===== config.mk =====
export PLATFORM = sky130hd
export DESIGN_NAME = cfg_chain_loader
export DESIGN_NICKNAME = d
export VERILOG_FILES = /design/src/rtl/cfg_chain_loader_pkg.sv /design/src/rtl/cfg_word_fifo.sv /design/src/rtl/cfg_chain_loader.sv
export SDC_FILE = /design/constraint.sdc
export NUM_CORES = 1
export LEC_CHECK = 0
export ABC_CLOCK_PERIOD_IN_PS = 3700
export BUFFER_PORTS_ARGS = -buffer_cell sky130_fd_sc_hd__buf_2
export CORE_MARGIN = 2
export CORE_UTILIZATION = 58
export CTS_CLUSTER_DIAMETER = 40
export CTS_CLUSTER_SIZE = 16
export DETAILED_ROUTE_END_ITERATION = 7
export PLACE_DENSITY = 0.9
export SLEW_MARGIN = 20
export SYNTH_ARGS = -nofsm -noshare
export SYNTH_HDL_FRONTEND = slang
export SYNTH_SLANG_ARGS = --single-unit

===== constraint.sdc =====
create_clock -name clk -period 3.7 [get_ports clk]
set_input_delay 0.74 -clock clk [delete_from_list [all_inputs] [get_ports clk]]
set_output_delay 0.74 -clock clk [all_outputs]
set_load 0.005 [all_outputs]

===== src/rtl/cfg_chain_loader_pkg.sv =====
// Shared definitions for the configuration chain loader.
//   ERR_* : sticky error codes reported on the err output
//   state_e : loader FSM states
//   words_needed() : buffered words required before a command is accepted
package cfg_chain_loader_pkg;

  localparam int unsigned ID_WIDTH_DEFAULT = 8;

  localparam logic [1:0] ERR_NONE     = 2'd0;
  localparam logic [1:0] ERR_UNDERRUN = 2'd1;
  localparam logic [1:0] ERR_TIMEOUT  = 2'd2;

  typedef enum logic [2:0] {
    ST_IDLE,
    ST_START,
    ST_ID,
    ST_PAYLOAD,
    ST_WAIT_ECHO
  } state_e;

  // min(2, ceil(len / word_w)): a frame only starts once its first two
  // words (or all of them, if fewer) are already buffered.
  function automatic logic [1:0] words_needed(input logic [31:0] len,
                                              input int unsigned word_w);
    if (len == '0)          return 2'd0;
    else if (len <= word_w) return 2'd1;
    else                    return 2'd2;
  endfunction

endpackage


===== src/rtl/cfg_word_fifo.sv =====
// Two-entry payload word buffer.
//   clk_i, rst_i       : clock, synchronous active-high reset
//   push_i, wdata_i    : write a word (accepted when not full, or full with pop)
//   pop_i, rdata_o     : drop the head word; rdata_o shows the head
//   full_o, empty_o    : occupancy flags
//   count_o            : words held (0..2)
module cfg_word_fifo #(
  parameter int unsigned WORD_W = 32
) (
  input  logic              clk_i,
  input  logic              rst_i,
  input  logic              push_i,
  input  logic [WORD_W-1:0] wdata_i,
  input  logic              pop_i,
  output logic [WORD_W-1:0] rdata_o,
  output logic              full_o,
  output logic              empty_o,
  output logic [1:0]        count_o
);

  logic [WORD_W-1:0] mem_q [2];
  logic              wr_ptr_q;
  logic              rd_ptr_q;
  logic [1:0]        count_q;
  logic              do_push;
  logic              do_pop;

  assign do_pop  = pop_i && (count_q != 2'd0);
  // On a full buffer a simultaneous pop frees the slot the write targets.
  assign do_push = push_i && ((count_q != 2'd2) || do_pop);

  always_ff @(posedge clk_i) begin
    if (rst_i) begin
      wr_ptr_q <= 1'b0;
      rd_ptr_q <= 1'b0;
      count_q  <= 2'd0;
    end else begin
      if (do_push) wr_ptr_q <= ~wr_ptr_q;
      if (do_pop)  rd_ptr_q <= ~rd_ptr_q;
      unique case ({do_push, do_pop})
        2'b10:   count_q <= count_q + 2'd1;
        2'b01:   count_q <= count_q - 2'd1;
        default: count_q <= count_q;
      endcase
    end
  end

  always_ff @(posedge clk_i) begin
    if (do_push) mem_q[wr_ptr_q] <= wdata_i;
  end

  assign rdata_o = mem_q[rd_ptr_q];
  assign full_o  = (count_q == 2'd2);
  assign empty_o = (count_q == 2'd0);
  assign count_o = count_q;

endmodule


===== src/rtl/cfg_chain_loader.sv =====
// Configuration daisy-chain master.
//   clk, crst                      : clock, synchronous active-high reset
//   cmd_valid/cmd_ready/cmd_id/cmd_len : frame command (tile id, payload bits)
//   data_valid/data_ready/data_word    : payload words, sent LSB first
//   cfg_in_start, cfg_bit_in       : serial frame to the chain head
//   cfg_out_start, cfg_bit_out     : start marker / data from the chain tail
//   busy, done, err                : status (err sticky until next accept)
module cfg_chain_loader
  import cfg_chain_loader_pkg::*;
#(
  parameter int unsigned WORD_W   = 32,
  parameter int unsigned ID_WIDTH = ID_WIDTH_DEFAULT,
  parameter int unsigned LEN_W    = 16,
  parameter int unsigned TIMEOUT  = 4096
) (
  input  logic                clk,
  input  logic                crst,
  input  logic                cmd_valid,
  output logic                cmd_ready,
  input  logic [ID_WIDTH-1:0] cmd_id,
  input  logic [LEN_W-1:0]    cmd_len,
  input  logic                data_valid,
  output logic                data_ready,
  input  logic [WORD_W-1:0]   data_word,
  output logic                cfg_in_start,
  output logic                cfg_bit_in,
  input  logic                cfg_out_start,
  input  logic                cfg_bit_out,
  output logic                busy,
  output logic                done,
  output logic [1:0]          err
);

  localparam int unsigned BIDX_W = (WORD_W > 1) ? $clog2(WORD_W) : 1;
  localparam int unsigned IDC_W  = (ID_WIDTH > 1) ? $clog2(ID_WIDTH) : 1;
  localparam int unsigned TO_W   = $clog2(TIMEOUT);

  state_e              state_q, state_d;
  logic [ID_WIDTH-1:0] id_q, id_d;
  logic [LEN_W-1:0]    rem_q, rem_d;
  logic [BIDX_W-1:0]   bidx_q, bidx_d;
  logic [IDC_W-1:0]    idc_q, idc_d;
  logic [TO_W-1:0]     wcnt_q, wcnt_d;
  logic [1:0]          err_q, err_d;
  logic                done_q, done_d;

  logic [WORD_W-1:0]   fifo_rdata;
  logic [1:0]          fifo_count;
  logic                fifo_full;
  logic                unused_fifo_empty;
  logic                unused_tail_bit;
  logic                push, pop, cmd_fire;
  logic                last_word_bit, last_frame_bit, starved;

  assign unused_tail_bit = cfg_bit_out;

  assign data_ready = !crst && !fifo_full;
  assign push       = data_valid && data_ready;
  assign cmd_ready  = !crst && (state_q == ST_IDLE) &&
                      (fifo_count >= words_needed(32'(cmd_len), WORD_W));
  assign cmd_fire   = cmd_valid && cmd_ready;

  assign last_word_bit  = (bidx_q == BIDX_W'(WORD_W - 1));
  assign last_frame_bit = (rem_q == LEN_W'(1));
  assign pop            = (state_q == ST_PAYLOAD) && (last_word_bit || last_frame_bit);
  // The word after a mid-frame pop must already be buffered for the next
  // cycle; a push landing in the same cycle as the pop still counts.
  assign starved        = pop && !last_frame_bit && (fifo_count == 2'd1) && !push;

  cfg_word_fifo #(.WORD_W(WORD_W)) u_fifo (
    .clk_i   (clk),
    .rst_i   (crst),
    .push_i  (push),
    .wdata_i (data_word),
    .pop_i   (pop),
    .rdata_o (fifo_rdata),
    .full_o  (fifo_full),
    .empty_o (unused_fifo_empty),
    .count_o (fifo_count)
  );

  always_ff @(posedge clk) begin
    if (crst) begin
      state_q <= ST_IDLE;
      id_q    <= '0;
      rem_q   <= '0;
      bidx_q  <= '0;
      idc_q   <= '0;
      wcnt_q  <= '0;
      err_q   <= ERR_NONE;
      done_q  <= 1'b0;
    end else begin
      state_q <= state_d;
      id_q    <= id_d;
      rem_q   <= rem_d;
      bidx_q  <= bidx_d;
      idc_q   <= idc_d;
      wcnt_q  <= wcnt_d;
      err_q   <= err_d;
      done_q  <= done_d;
    end
  end

  always_comb begin
    state_d      = state_q;
    id_d         = id_q;
    rem_d        = rem_q;
    bidx_d       = bidx_q;
    idc_d        = idc_q;
    wcnt_d       = wcnt_q;
    err_d        = err_q;
    done_d       = 1'b0;
    cfg_in_start = 1'b0;
    cfg_bit_in   = 1'b0;
    unique case (state_q)
      ST_IDLE: begin
        if (cmd_fire) begin
          id_d    = cmd_id;
          rem_d   = cmd_len;
          bidx_d  = '0;
          idc_d   = '0;
          err_d   = ERR_NONE;
          state_d = ST_START;
        end
      end
      ST_START: begin
        cfg_in_start = 1'b1;
        state_d      = ST_ID;
      end
      ST_ID: begin
        // id_q shifts left so its MSB is always the bit on the wire.
        cfg_bit_in = id_q[ID_WIDTH-1];
        id_d       = id_q << 1;
        idc_d      = idc_q + 1'b1;
        if (idc_q == IDC_W'(ID_WIDTH - 1)) begin
          idc_d   = '0;
          wcnt_d  = '0;
          state_d = (rem_q == '0) ? ST_WAIT_ECHO : ST_PAYLOAD;
        end
      end
      ST_PAYLOAD: begin
        // rem_q counts down remaining bits, so a full-range len never wraps.
        cfg_bit_in = fifo_rdata[bidx_q];
        rem_d      = rem_q - 1'b1;
        bidx_d     = last_word_bit ? '0 : bidx_q + 1'b1;
        if (last_frame_bit) begin
          bidx_d  = '0;
          wcnt_d  = '0;
          state_d = ST_WAIT_ECHO;
        end else if (starved) begin
          bidx_d  = '0;
          err_d   = ERR_UNDERRUN;
          state_d = ST_IDLE;
        end
      end
      ST_WAIT_ECHO: begin
        if (cfg_out_start) begin
          done_d  = 1'b1;
          state_d = ST_IDLE;
        end else if (wcnt_q == TO_W'(TIMEOUT - 1)) begin
          err_d   = ERR_TIMEOUT;
          state_d = ST_IDLE;
        end else begin
          wcnt_d = wcnt_q + 1'b1;
        end
      end
      default: state_d = ST_IDLE;
    endcase
  end

  assign busy = (state_q != ST_IDLE);
  assign done = done_q;
  assign err  = err_q;

endmodule


# Word level (Yosys, flattened, before mapping)
# Memory sizes are Yosys's and may differ from the RTL's. A register that Yosys moved wholly into a read port is not among the register bits.
# Cells that the tools add are included.
[word_totals]
ff_bits = 54
ram_bits = 64
input_bits = 62
out_inout_bits = 8
wordCells = 123
memories = 1
[op_classes]
addsub = 6
magnitude_cmp = 3
eq_ne = 23
n_mux = 43
bitwise_logic = 3
reduce_logical = 33
[mem_list]
columns = ["memory", "words", "word_bits", "rd", "rd_ports_with_merged_regs", "write_ports", "line_no", "rtl"]
rows = [
  ["u_fifo.mem_q", 2, 32, 1, 1, 1, "cfg_word_fifo.sv:21", "logic [WORD_W-1:0] mem_q [2];"],
]
[ops]
columns = ["op", "n"]
rows = [
  ["$mux W12", 4],
  ["$pmux W12 S3", 1],
  ["$logic_not A16 Y1", 2],
  ["$pmux W16 S2", 1],
  ["$mux W3", 9],
  ["$mux W5", 4],
  ["$ne A2 B2 Y1 const B", 9],
  ["$eq A16 B1 Y1 const B", 1],
  ["$le A16 B6 Y1 const B", 1],
  ["$mux W16", 1],
  ["$pmux W8 S2", 1],
  ["$sub A16 B1 Y16 const B", 1],
  ["$pmux W3 S5", 1],
  ["$mux W2", 7],
  ["$add A12 B1 Y12 const B", 1],
  ["$eq A12 B12 Y1 const B", 1],
  ["$logic_and A1 B1 Y1", 11],
  ["$pmux W5 S2", 1],
  ["$reduce_bool A3 Y1", 3],
  ["$mux W8", 1],
  ["$reduce_bool A2 Y1", 4],
  ["$mux W1", 7],
  ["$eq A3 B2 Y1 const B", 2],
  ["$eq A3 B3 Y1 const B", 2],
  ["25 further kinds", 35],
]

# Longest topological paths before layout
[logic_depth]
depth_word = 9
depth_mapped = 12
depth_no_buf = 10

# Modules after synthesis
# Synthesis repeated with hierarchy kept, for this count alone.
[unflattened]
hier_cells = 523
area_unflattened_um2 = 5743.0
[modules_own_cells]
columns = ["mod", "instances", "cells_each", "area_per_inst_um2", "seq_area_each_um2"]
rows = [
  ["cfg_chain_loader", 1, 393, 3175.5, 1001.0],
  ["cfg_word_fifo", 1, 130, 2567.5, 2021.9],
]

# Least setup slack after synthesis
# No wires, ideal clock.
[synth_path]
path_kind = "input -> register"
from = "input port crst"
to = "memory u_fifo.mem_q[0][0] (enable)"
setup_ns = 0.421
arrival_ns = 2.623
required_ns = 3.279
slack_ns = 0.656
path_stages = 3
n_path_buf = 0
cell_sequence = "nor3b_1 inv_1 nor2_1"
[synth_between]
elab_chain_cells = 6
[synth_lines]
columns = ["element", "line_no", "rtl"]
rows = [
  ["start, declared", "cfg_chain_loader.sv:17", "input logic crst,"],
  ["$logic_not A1 Y1", "cfg_chain_loader.sv:57", "assign data_ready = !crst && !fifo_full;"],
  ["$logic_and A1 B1 Y1", "cfg_chain_loader.sv:57", ""],
  ["$logic_and A1 B1 Y1", "cfg_chain_loader.sv:58", "assign push = data_valid && data_ready;"],
  ["$logic_and A1 B1 Y1", "cfg_word_fifo.sv:30", "assign do_push = push_i && ((count_q != 2'd2) || do_pop);"],
  ["$mux W1", "cfg_word_fifo.sv:49", "if (do_push) mem_q[wr_ptr_q] <= wdata_i;"],
  ["$mux W1 (not written as such)", "cfg_word_fifo.sv:49", ""],
  ["end, declared", "cfg_word_fifo.sv:21", ""],
]
# Every way passes these cells.

==> flow_metrics.env <==
export IMPL_status="complete, no violations"
export IMPL_path_delay_family="compound AO/OA/AOI/OAI gates"
export IMPL_synth_flop_cell="edfxtp_1"
export IMPL_synth_edf_count=64
export IMPL_power_mw=3.27
export IMPL_drtPass1Iterations=5
export IMPL_cts_buffers=17
export IMPL_seq_area_frac_synth_pct=53.8
export IMPL_yosysUniqueCellTypes=64
export IMPL_clockRootBuffer="clkbuf_8"
export IMPL_final_common_cell="buf_2"
export IMPL_cts_sinks=119
export IMPL_crit_type="register to output port"
export IMPL_synth_cells=506
export IMPL_path_cells="buf_4 > mux4_2 > a22oi_1 > and3_1 > a2111oi_0 > a2111o_1 > buf_2"
export IMPL_syn_num_nets=582
export IMPL_path_buf_inv=2
export IMPL_ctsLongestPathBuffers=2
export IMPL_final_setup_worst_slack_ns=0.216
export IMPL_most_common_layout_cells="68 x buf_2, 64 x edfxtp_1, 54 x dfxtp_1"
export IMPL_worst_setup_path_end_kind="output port"
export IMPL_grt_pass1_wl_microns=20600
export IMPL_rows=35
export IMPL_min_path_type="input port to register"
export IMPL_syn_mean_instance_area_sq_um=11.1
export IMPL_worst_path_stages=7
export IMPL_cts_tree="built"
export IMPL_wirelength_microns=12200
export IMPL_area_delta_synth_final_pct=18.0
export IMPL_num_vias=4349
export IMPL_hold_viol_final=0
export IMPL_grt_ovfl_total=0
export IMPL_grt_max_degree=35
export IMPL_ff2ff_path_depth=6
export IMPL_dieWidth_microns=102
export IMPL_fillerInstances=654
export IMPL_grt_pass1_vias=4330
export IMPL_p_per_area_nw_per_um2=493
export IMPL_routed_via_density=6.10
export IMPL_rsz0062_at_grt="false"
export IMPL_start_util_pct=60.2
export IMPL_wl_per_cell_microns=17.1
export IMPL_hpwl_microns=7930
export IMPL_ys_async_sr_fraction_pct=0
export IMPL_post_place_ws_ns=0.411
export IMPL_ctsHoldBuffers=0
export IMPL_setup_tns_ns=0
export IMPL_syn_area_sq_um=5620
export IMPL_final_nets=647
export IMPL_max_stage_delay_ns=0.51
export IMPL_ys_warn_count=0
export IMPL_drc=0
export IMPL_cp_slowest_cell="mux4_2"
export IMPL_core_area_sq_um=9330
export IMPL_period_share_pct=94.2
export IMPL_setup_violations=0
export IMPL_ant_nets=0
export IMPL_path_clk_slew_ns=0.06
export IMPL_irDropWorstVdd_uv=412
export IMPL_ys_ff_latch=119
export IMPL_slew_headroom_pct=43.4
export IMPL_crit_arrival_ns=2.74
export IMPL_die_area_sq_um=10500
export IMPL_num_antenna_cells=0
export IMPL_max_freq_ghz=0.287
export IMPL_hold_slack_ns=0.411
export IMPL_maxCapViolations=0
export IMPL_drive_gt1_share_pct=24.0
export IMPL_numPortBuffers=68
export IMPL_clk_latency_ns=0.51
export IMPL_skew_ns=0.00429
export IMPL_fin_crit_ns=3.48
export IMPL_crit_fanout=8
export IMPL_design_portCount=70
export IMPL_hold_depth=1
export IMPL_leakage_nw=2.36
export IMPL_grt_usage_pct=25.7
export IMPL_die_h_microns=102
export IMPL_gp_congestion=0.849
export IMPL_cp_data_required_time_ns=2.96
export IMPL_drtIter0Drc=400
export IMPL_post_cts_setup_buffers=0
export IMPL_grt_antenna_before_repair=0
export IMPL_cp_start_kind="register"
export IMPL_drv_slew=0
export IMPL_worst_pin_slew_ns=0.842
export IMPL_htreeDepth=4
-- through the flow --
step | utilization, % | cells | area [sq um]
final | 71.1 | 713 | 6630
after global routing | 71.1 | 713 | 6630
after CTS | 71.0 | 713 | 6630
after detailed placement | 64.9 | 681 | 6060
after global placement | 64.9 | 681 | 6060
after floorplan | - | 506 | 5620
-- routing by layer --
metal  global-route usage, %  vias to the layer above  wire (microns)
met4                    8.51                        0             103
li1                        -                     2079               -
met2                    43.0                      176            6120
met3                    8.07                       10             910
met1                    32.0                     2084            5030
met5                       0                        -               0
-- synth_stat cells, drive strengths merged, types with 5 or more instances --
library cell   n  area (sq um)
clkbuf        17          63.8
a311oi         7          61.3
nor4           7          71.3
edfxtp        64          1920
a31oi          7          43.8
a21oi         38           190
buf           15          81.3
dfxtp         55          1100
or4            8          63.8
nor3          13          65.1
ha            14           175
o31ai          8          60.1
nand3         16          80.1
nand4          6          37.5
and3           5          31.3
inv           13          48.8
a211oi         8          60.1
mux2i          6          60.1
o21ai         20           100
mux4          16           360
nor2          44           165
nand2         47           176
or3           10          62.6
-- cell type report --
type	count	area (sq um)	share of cell area (%)
Tap cell	129	161	2.43
Clock buffer	17	414	6.25
Sequential cell	119	3030	45.7
Multi-Input combinational cell	342	2410	36.3
Clock inverter	15	154	2.32
Inverter	13	48.8	0.736
Timing Repair Buffer	78	415	6.27
-- report_power, final --
group          switching (mW)  internal, mW  total, mW  leakage, nW
combinational           0.137        0.0968      0.234         1.06
clock                   0.601         0.959       1.56        0.274
sequential             0.0313          1.44       1.47         1.03
total                   0.770          2.50       3.27         2.36
-- worst register-to-register path, stage by stage, from the launching register on --
cell and delay (ns):
dfxtp_1 0.37, inv_1 0.10, ha_1 0.25, nor3b_1 0.63
inv_1 0.19, nor2_2 0.12, buf_4 0.39
-- logic make-up after synthesis --
logic type / synth area share [%]
xor+xnor: 0.780
simple gates: 16.3
fa+ha+maj: 3.12
buf+inv: 3.45
flops: 53.8
compound gates: 14.8
mux: 7.69
-- repair_timing --
item                                    in CTS  in global routing
cloned                                       0                  0
resized for setup                            1                  1
endpoints found under the setup margin       1                  1
-- sequential cells by signal (all words and copies together) (netlist names), named ones only --
signal	cells
bidx_q	5
done	1
err	2
id_q	8
idc_q	3
rem_q	16
state_q	3
u_fifo.count_o	2
u_fifo.mem_q	64
u_fifo.rd_ptr_q	1
u_fifo.wr_ptr_q	1
wcnt_q	12
-- worst paths after layout --
kind / slack, ns / end / from
setup / recovery: 0.22 / cfg_bit_in / register
hold / removal: 0.41 / u_fifo.mem_q[1][18] / data_word[18]
setup reg to reg: 1.30 / u_fifo.mem_q[0][4] / u_fifo.count_o[0]
hold reg to reg: 0.48 / wcnt_q[1] / wcnt_q[1]
Power figures use the tool's default switching activity.
